**config.mk**
```make
export PLATFORM = sky130hd
export DESIGN_NAME = imem_loader
export DESIGN_NICKNAME = d
export VERILOG_FILES = /design/src/rtl/imem_loader_pkg.sv /design/src/rtl/imem_byte_packer.sv /design/src/rtl/imem_loader.sv
export SDC_FILE = /design/constraint.sdc
export NUM_CORES = 1
export LEC_CHECK = 0
export ABC_AREA = 1
export ABC_CLOCK_PERIOD_IN_PS = 2600
export CAP_MARGIN = 25
export CORE_UTILIZATION = 55
export DETAILED_ROUTE_END_ITERATION = 6
export GPL_TIMING_DRIVEN = 0
export PLACE_DENSITY = 0.81
export SLEW_MARGIN = 0
export SYNTH_ARGS = -nofsm -noshare
export SYNTH_HDL_FRONTEND = slang
export SYNTH_HIERARCHICAL = 1
export SYNTH_SLANG_ARGS = --single-unit
```
**constraint.sdc**
```tcl
create_clock -name clk -period 2.6 [get_ports clk]
set_clock_uncertainty 0.15 [all_clocks]
set_input_delay 0.52 -clock clk [delete_from_list [all_inputs] [get_ports clk]]
set_output_delay 0.52 -clock clk [all_outputs]
set_load 0.01 [all_outputs]
```
**src/rtl/imem_loader_pkg.sv**
```systemverilog
// imem_loader_pkg: shared types and constants for the instruction-memory loader.
// Holds the FSM state enum, WORD_BYTES and the default program-length limit.
package imem_loader_pkg;

   localparam int WORD_BYTES    = 4;
   localparam int ADDR_W_DEF    = 8;
   localparam int MAX_WORDS_DEF = 64;

   // CHK only exists when the trailing checksum byte is part of the protocol.
   typedef enum logic [2:0] {
      S_IDLE,
      S_HDR,
      S_DATA,
      S_WRITE,
`ifdef IMEM_LOADER_CHECKSUM_EN
      S_CHK,
`endif
      S_DONE,
      S_ERR
   } state_t;

endpackage

```
**src/rtl/imem_byte_packer.sv**
```systemverilog
// imem_byte_packer: gathers host bytes little-endian into a 32-bit word.
// Ports: clk, reset (async, active-low), clear, push, byte_in -> word_next, last.
module imem_byte_packer
   import imem_loader_pkg::*;
(
   input  logic        clk,
   input  logic        reset,
   input  logic        clear,
   input  logic        push,
   input  logic [7:0]  byte_in,
   output logic [31:0] word_next,
   output logic        last
);

   logic [1:0]  cnt_q;
   logic [31:0] word_q;

   // Shift right so the first byte of a word ends up in bits [7:0].
   assign word_next = {byte_in, word_q[31:8]};
   assign last      = push && (cnt_q == 2'(WORD_BYTES - 1));

   always_ff @(posedge clk or negedge reset) begin
      if (!reset) begin
         cnt_q  <= '0;
         word_q <= '0;
      end else if (clear) begin
         cnt_q  <= '0;
         word_q <= '0;
      end else if (push) begin
         cnt_q  <= cnt_q + 2'd1;
         word_q <= word_next;
      end
   end

endmodule

```
**src/rtl/imem_loader.sv**
```systemverilog
// imem_loader: streams a length-prefixed program from a host into imem.
// Ports: clk, reset, load_en, byte_valid/byte_data/byte_ready (host side),
// wr_en/wr_addr/wr_data (imem side), core_hold, done, err.
// Optional trailing checksum byte: define IMEM_LOADER_CHECKSUM_EN.
module imem_loader
   import imem_loader_pkg::*;
#(
   parameter int ADDR_W    = ADDR_W_DEF,
   parameter int MAX_WORDS = MAX_WORDS_DEF
)(
   input  logic              clk,
   input  logic              reset,
   input  logic              load_en,
   input  logic              byte_valid,
   input  logic [7:0]        byte_data,
   output logic              byte_ready,
   output logic              wr_en,
   output logic [ADDR_W-1:0] wr_addr,
   output logic [31:0]       wr_data,
   output logic              core_hold,
   output logic              done,
   output logic              err
);

   localparam int IDX_W = ADDR_W - 2;

   state_t           state_q;
   logic [IDX_W-1:0] idx_q;
   logic [7:0]       left_q;
`ifdef IMEM_LOADER_CHECKSUM_EN
   logic [7:0]       csum_q;
`endif

   logic        xfer;
   logic        hdr_ok;
   logic        pk_push;
   logic        pk_clear;
   logic        pk_last;
   logic [31:0] pk_word;

   assign xfer   = byte_valid && byte_ready;
   assign hdr_ok = (byte_data != 8'd0) &&
                   ({24'd0, byte_data} <= 32'(MAX_WORDS));

   // Packer only runs in DATA; anywhere else its partial word is dropped.
   assign pk_push  = (state_q == S_DATA) && xfer && load_en;
   assign pk_clear = (state_q != S_DATA);

   imem_byte_packer u_packer (
      .clk       (clk),
      .reset     (reset),
      .clear     (pk_clear),
      .push      (pk_push),
      .byte_in   (byte_data),
      .word_next (pk_word),
      .last      (pk_last)
   );

   always_ff @(posedge clk or negedge reset) begin
      if (!reset) begin
         state_q    <= S_IDLE;
         idx_q      <= '0;
         left_q     <= '0;
`ifdef IMEM_LOADER_CHECKSUM_EN
         csum_q     <= '0;
`endif
         byte_ready <= 1'b0;
         wr_en      <= 1'b0;
         wr_addr    <= '0;
         wr_data    <= '0;
         core_hold  <= 1'b0;
         done       <= 1'b0;
         err        <= 1'b0;
      end else begin
         wr_en <= 1'b0;
         if (!load_en && state_q != S_IDLE) begin
            // Abort or release; a strobe already on wr_en is not extended.
            state_q    <= S_IDLE;
            byte_ready <= 1'b0;
            core_hold  <= 1'b0;
            done       <= 1'b0;
            err        <= 1'b0;
         end else begin
            case (state_q)
               S_IDLE: begin
                  if (load_en) begin
                     state_q    <= S_HDR;
                     byte_ready <= 1'b1;
                     core_hold  <= 1'b1;
                     idx_q      <= '0;
                     wr_addr    <= '0;
                  end
               end
               S_HDR: begin
                  if (xfer) begin
                     left_q <= byte_data;
`ifdef IMEM_LOADER_CHECKSUM_EN
                     csum_q <= byte_data;
`endif
                     if (hdr_ok) begin
                        state_q <= S_DATA;
                     end else begin
                        state_q    <= S_ERR;
                        byte_ready <= 1'b0;
                        err        <= 1'b1;
                     end
                  end
               end
               S_DATA: begin
                  if (xfer) begin
`ifdef IMEM_LOADER_CHECKSUM_EN
                     csum_q <= csum_q + byte_data;
`endif
                     if (pk_last) begin
                        state_q    <= S_WRITE;
                        byte_ready <= 1'b0;
                        wr_en      <= 1'b1;
                        wr_addr    <= {idx_q, 2'b00};
                        wr_data    <= pk_word;
                     end
                  end
               end
               S_WRITE: begin
                  if (left_q == 8'd1) begin
`ifdef IMEM_LOADER_CHECKSUM_EN
                     state_q    <= S_CHK;
                     byte_ready <= 1'b1;
`else
                     state_q   <= S_DONE;
                     core_hold <= 1'b0;
                     done      <= 1'b1;
`endif
                  end else begin
                     state_q    <= S_DATA;
                     byte_ready <= 1'b1;
                     idx_q      <= idx_q + 1'b1;
                     left_q     <= left_q - 8'd1;
                  end
               end
`ifdef IMEM_LOADER_CHECKSUM_EN
               S_CHK: begin
                  if (xfer) begin
                     byte_ready <= 1'b0;
                     if (byte_data == csum_q) begin
                        state_q   <= S_DONE;
                        core_hold <= 1'b0;
                        done      <= 1'b1;
                     end else begin
                        state_q <= S_ERR;
                        err     <= 1'b1;
                     end
                  end
               end
`endif
               S_DONE: begin
                  state_q <= S_DONE;
               end
               S_ERR: begin
                  state_q <= S_ERR;
               end
               default: begin
                  state_q    <= S_IDLE;
                  byte_ready <= 1'b0;
                  core_hold  <= 1'b0;
                  done       <= 1'b0;
                  err        <= 1'b0;
               end
            endcase
         end
      end
   end

endmodule

```
; After elaboration in Yosys (flattened, before gate mapping)
; Index checks and enable logic that the tools add are counted.
[word_totals]
ff_bits = 96
latchBits = 0
ramBits = 0
rom_bits = 0
in_bits = 12
output_inout_bits = 45
wordCells = 112
mem_count = 0
[op_classes]
n_addsub = 3
mul = 0
n_div = 0
n_lt_le_gt_ge = 1
n_eq_ne = 24
shifts = 0
muxes = 44
n_bitwise = 1
reduce_logical = 27
[op_table]
columns = op, n
row1 = $mux 32, 2
row2 = $mux 8, 5
row3 = $pmux 8 s2, 2
row4 = $mux 3, 7
row5 = $mux 1, 18
row6 = $pmux 3 s6, 1
row7 = $reduce_and 4->1, 4
row8 = $ne 3x3->1 const B, 5
row9 = $mux 6, 2
row10 = $pmux 6 s2, 1
row11 = $ne 2x2->1 const B, 5
row12 = $reduce_or 5->1, 2
row13 = $ne 3x2->1 const B, 3
row14 = $eq 8x1->1 const B, 1
row15 = $le 8x7->1 const B, 1
row16 = $ne 2x1->1 const B, 4
row17 = $reduce_bool 2->1, 4
row18 = $reduce_bool 8->1, 1
row19 = $sub 8x1->8 const B, 1
row20 = $reduce_and 7->1, 1
row21 = $add 6x1->6 const B, 1
row22 = $eq 3x2->1 const B, 2
row23 = $eq 3x3->1 const B, 2
row24 = $logic_and 1x1->1, 6
row25 = other kinds (16), 19

; Depth between registers and ports, before layout
[depth]
word_depth = 8
ltp_mapped = 16
mapped_depth_nobuf = 14

; Modules after synthesis
; Netlist, hierarchy kept.
[modules_own_cells]
columns = mod, n_inst, cells_each, area_each_um2
row1 = imem_loader, 1, 388, 3056.7
row2 = imem_byte_packer, 1, 125, 1265.0

; Worst setup path after synthesis
; Ideal clock, no wire load.
[synth_path]
kind = register -> register
start = reg state_q[2]
end = reg byte_ready
arrival_ns = 2.100
path_slack_ns = 0.232
path_stages_with_launch = 17
path_buffers = 2
synth_period_minus_slack_ns = 2.368
path_cell_list = dfrtp_1 -> inv_2 -> nand2_2 -> nor2_8 -> inv_1 -> nor3_1 -> buf_6 -> buf_6 -> nand2_1 -> inv_1 -> inv_1 -> nand4_1 -> nand2_1 -> nor2_1 -> nand3_1 -> nand2_1 -> nand2_1
[synth_between]
elab_chain_len = 6
word_cells_on_any_way = 22
classes_between = eq/ne: 12 / mux: 2 / reduce/logical: 8
[synth_lines]
columns = element, line
row1 = from (decl), imem_loader.sv:27  ; state_t state_q;
row2 = from (signal assigned), imem_loader.sv:61  ; state_q <= S_IDLE;
row3 = from (signal assigned), imem_loader.sv:78  ; state_q <= S_IDLE;
row4 = from (signal assigned), imem_loader.sv:87  ; state_q <= S_HDR;
row5 = $eq 3x2->1, imem_loader.sv:46  ; assign pk_push = (state_q == S_DATA) && xfer && load_en;
row6 = $logic_and 1x1->1 (2 in a row), imem_loader.sv:46
row7 = net pk_push, imem_loader.sv:36  ; logic pk_push;
row8 = $logic_and 1x1->1, imem_byte_packer.sv:20  ; assign last = push && (cnt_q == 2'(WORD_BYTES - 1));
row9 = net pk_last, imem_loader.sv:38  ; logic pk_last;
row10 = $ne 3x2->1 (no source line), --
row11 = $reduce_and 7->1 (no source line), --
row12 = to (signal assigned), imem_loader.sv:67  ; byte_ready <= 1'b0;
row13 = to (signal assigned), imem_loader.sv:79  ; byte_ready <= 1'b0;
row14 = to (signal assigned), imem_loader.sv:88  ; byte_ready <= 1'b1;
row15 = to (decl), imem_loader.sv:16  ; output logic byte_ready,
; The timed path passes the listed nets, and every way through them passes these cells.
; A chain may end at the register's enable or synchronous reset.

; Worst setup path in the final report
[layout_path]
start = in byte_valid
end = reg wr_data[2]
[layout_between]
elab_chain_len = 5
[layout_lines]
columns = element, line
row1 = from (decl), imem_loader.sv:14  ; input logic byte_valid,
row2 = $logic_and 1x1->1, imem_loader.sv:41  ; assign xfer = byte_valid && byte_ready;
row3 = $logic_and 1x1->1 (2 in a row), imem_loader.sv:46
row4 = net pk_push, imem_loader.sv:36
row5 = $logic_and 1x1->1, imem_byte_packer.sv:20
row6 = net pk_last, imem_loader.sv:38
row7 = $reduce_and 4->1 (no source line), --
row8 = to (signal assigned), imem_loader.sv:119  ; wr_data <= pk_word;
row9 = to (decl), imem_loader.sv:19  ; output logic [31:0] wr_data,
; The timed path passes the listed nets, and every way through them passes these cells.

==> key figures <==
Outcome
  • Run status: finished clean

Critical path
  • Crit start category: primary input
  • R2R Path Start: state_q[0]
  • Top delay family on crit path: buffers and inverters
  • Crit Path Category: primary input to flip-flop
  • Worst Path Required: 2.75 ns
  • Worst EP arrival: 2.60 ns
  • Reg2Reg Depth: 14
  • CP most frequent cell: nand2_1
  • CP Buf/Inv Count: 6
  • R2R Setup Slk: 0.18 ns
  • Critical Path Sink Type: flip-flop
  • Crit Path Max Fanout: 10
  • Reg2reg end: wr_data[2]
  • Max incr delay on CP: 0.46 ns
  • Worst-path cell chain: clkdlybuf4s50_1, nand2_1, nor3_4, buf_6, buf_6, nand2_1, inv_1, nand4_4, inv_2, buf_6, nand2_1, nand2_1
  • Slowest CP cell: clkdlybuf4s50_1

Synthesis
  • Syn_area_per_cell: 8.42 um2
  • Netlist cell types: 30
  • #FFs+latches synth: 86
  • Yosys warnings: 6
  • Synth top area cells: dfrtp_1 50%, nand2_1 19%, nand3_2 5.3%
  • Most frequent cell after synthesis: nand2_1
  • Top-area cell type share of the netlist area: 49.8%
  • Number of synthesized flops with an enable pin: 0
  • Post-Synthesis Cells: 513
  • Sequential area share after synthesis: 49.8%
  • Post-Syn Area: 4320 um2
  • Post-synth top area cell: dfrtp_1
  • Post-synthesis async set-or-reset flop share: 100%
  • Synth cell count leaders: 220 x nand2_1, 86 x dfrtp_1, 33 x nand3_1
  • Synth Flop Type: dfrtp_1

Final layout
  • Storage element area: 2150 um2
  • Area of the multi-input gates: 1800 um2
  • Fin nets: 605
  • ANT cells: 0
  • Filler Cell Count: 587
  • P&R area growth vs syn: 22.7%
  • Final instance area: 5300 um2
  • Share of cells above drive strength 1: 18.2%
  • Final Core Density: 71.6%

Clocking
  • Clock-pin transition on the worst setup and hold timing paths: 0.09 ns
  • Clk_lat worst skew: 0.36 ns
  • CTS tree: built
  • Clock Sink Count: 86
  • CTS root buffer: clkbuf_8
  • Cts bufs inserted: 9
  • Worst-case clock buffer depth: 2
  • Htree depth: 3

Power and ir drop
  • Overall power: 3.79 mW
  • Peak supply drop: 0.477 mV
  • P_leak: 2.78 nW
  • PwrDens: 716 nW/um2

Timing
  • Final Hold Violating Endpoints: 0
  • Final Cycle Share: 94.0%
  • Worst hold slack: 0.332 ns
  • Final Max Slew Viols: 0
  • Min cycle time layout: 2.44 ns
  • Final WS setup: 0.157 ns
  • Fmax: 409 MHz
  • # setup viols final: 0

Routing
  • ANT nets after route: 0
  • WL per Instance: 13.5 um
  • DRC marker count from the first detailed-route iteration: 254
  • Drt first pass iters: 5
  • DR vias: 3482
  • Vias/cell: 5.03
  • DRC: 0
  • WL final: 9360 um

Min path
  • Tightest Hold Check Type: flip-flop to flip-flop
  • Hold endpoint: u_packer/word_q[12]
  • Worst hold start: u_packer/word_q[12]
  • Hold Path Depth: 2

Floorplan
  • Initial Utilization: 58.3%
  • FP Rows: 31
  • Die height: 90.6 um
  • Die ar.: 8220 um2
  • IO Pins: 57
  • Core area: 7410 um2
  • Die width: 90.6 um

Global routing
  • Largest net degree at the start of global routing: 56
  • First-pass GRT wire length: 16100 um
  • Total GRT Usage: 24.8%
  • Vias in the first global route: 3446
  • Aggregate global routing overflow: 0
  • Antenna violations before repair: 0

Placement
  • Count of input and output buffers: 54
  • Setup WS pre-CTS: -0.405 ns
  • Dpl cell area: 5010 um2
  • GPL Wtd Cong: 0.907
  • DP HPWL: 6610 um

Job
  • Max cap viols: 0
final cells by class:
class                           instances  area share, %
Buffer                                 27           4.53
Clock buffer                            9           2.34
Sequential cell                        86           40.6
Tap cell                               99           2.34
Inverter                               39           2.93
Clock inverter                          6           1.32
Timing Repair Buffer                   64           12.0
Multi-Input combinational cell        362           33.9
report_power, final:
group	internal [mW]	switching [mW]	total, mW
clock network	0.445	0.504	0.949
logic	0.466	0.846	1.31
registers	1.45	0.0861	1.53
registers in the layout, summed over array words and instances (netlist names):
| signal | count |
|---|---|
| idx_q | 6 |
| wr_en | 1 |
| u_packer/word_q | 24 |
| byte_ready | 1 |
| u_packer/cnt_q | 2 |
| err | 1 |
| core_hold | 1 |
| done | 1 |
| wr_data | 32 |
| wr_addr | 6 |
| left_q | 8 |
| state_q | 3 |
stage by stage:
stage	TNS [ns]	cells
6_report	0	692
5_1_grt	-0.0176	692
4_1_cts	0	686
3_5_place_dp	-14.31	668
3_3_place_gp	-195.04	667
2_1_floorplan	0	514
worst min-delay path, delay by kind of cell, from the launching register on:
family | cells | cell delay [ns]
AND/OR/NAND/NOR | 2 | 0.10
flip-flops | 1 | 0.36
cells by family (layout without fill, tap and decap cells):
family,after synthesis,after routing,share of synthesized area [%]
XOR/XNOR,4,4,0.811
adder cells (fa/ha/maj),4,4,1.16
flip-flops,86,86,49.8
AND/OR/NAND/NOR,323,323,35.4
other,1,2,0.0868
AO/OA/AOI/OAI,29,29,3.73
buffers and inverters,66,145,9.06
cell usage in the layout (no fill, tap or decap), types with 3 or more instances in the layout:
master,n
buf_2,5
buf_4,20
buf_6,10
clkbuf_8,9
clkdlybuf4s50_1,52
clkinvlp_4,4
dfrtp_1,84
ha_1,4
inv_1,30
inv_2,6
nand2_1,219
nand2_2,8
nand3_1,33
nand3_2,23
nand4_1,7
nor2_1,22
nor2_4,3
o21ai_0,19
o21ai_1,3
o21ai_2,4
xor2_1,4
repair_timing:
item | CTS | global route
endpoints found under the setup margin | 41 | 39
hold buffers | 1 | 0
gates resized for setup | 2 | 5
endpoints found under the hold margin | 31 | 0
pin swaps | 1 | 1
setup buffers | 2 | 6
worst max-delay path by stage:
stage | from | end | depth (start not counted)
after CTS | load_en | wr_addr[6] | 13
after detailed placement | load_en | wr_addr[4] | 13
after global placement | reset | byte_ready | 1
after global routing | state_q[0] | byte_ready | 16
final | byte_valid | wr_data[2] | 12
after floorplan | state_q[2] | byte_ready | 16
routing by layer:
metal / vias up / track usage [%] / part of all wire (%)
met5: - / 0 / 0
met4: 0 / 8.74 / 1.7
met3: 13 / 4.71 / 3.6
met2: 86 / 40.7 / 50
met1: 1634 / 32.9 / 44
li1: 1749 / - / -
No activity file was read; power rests on OpenSTA's default activity.
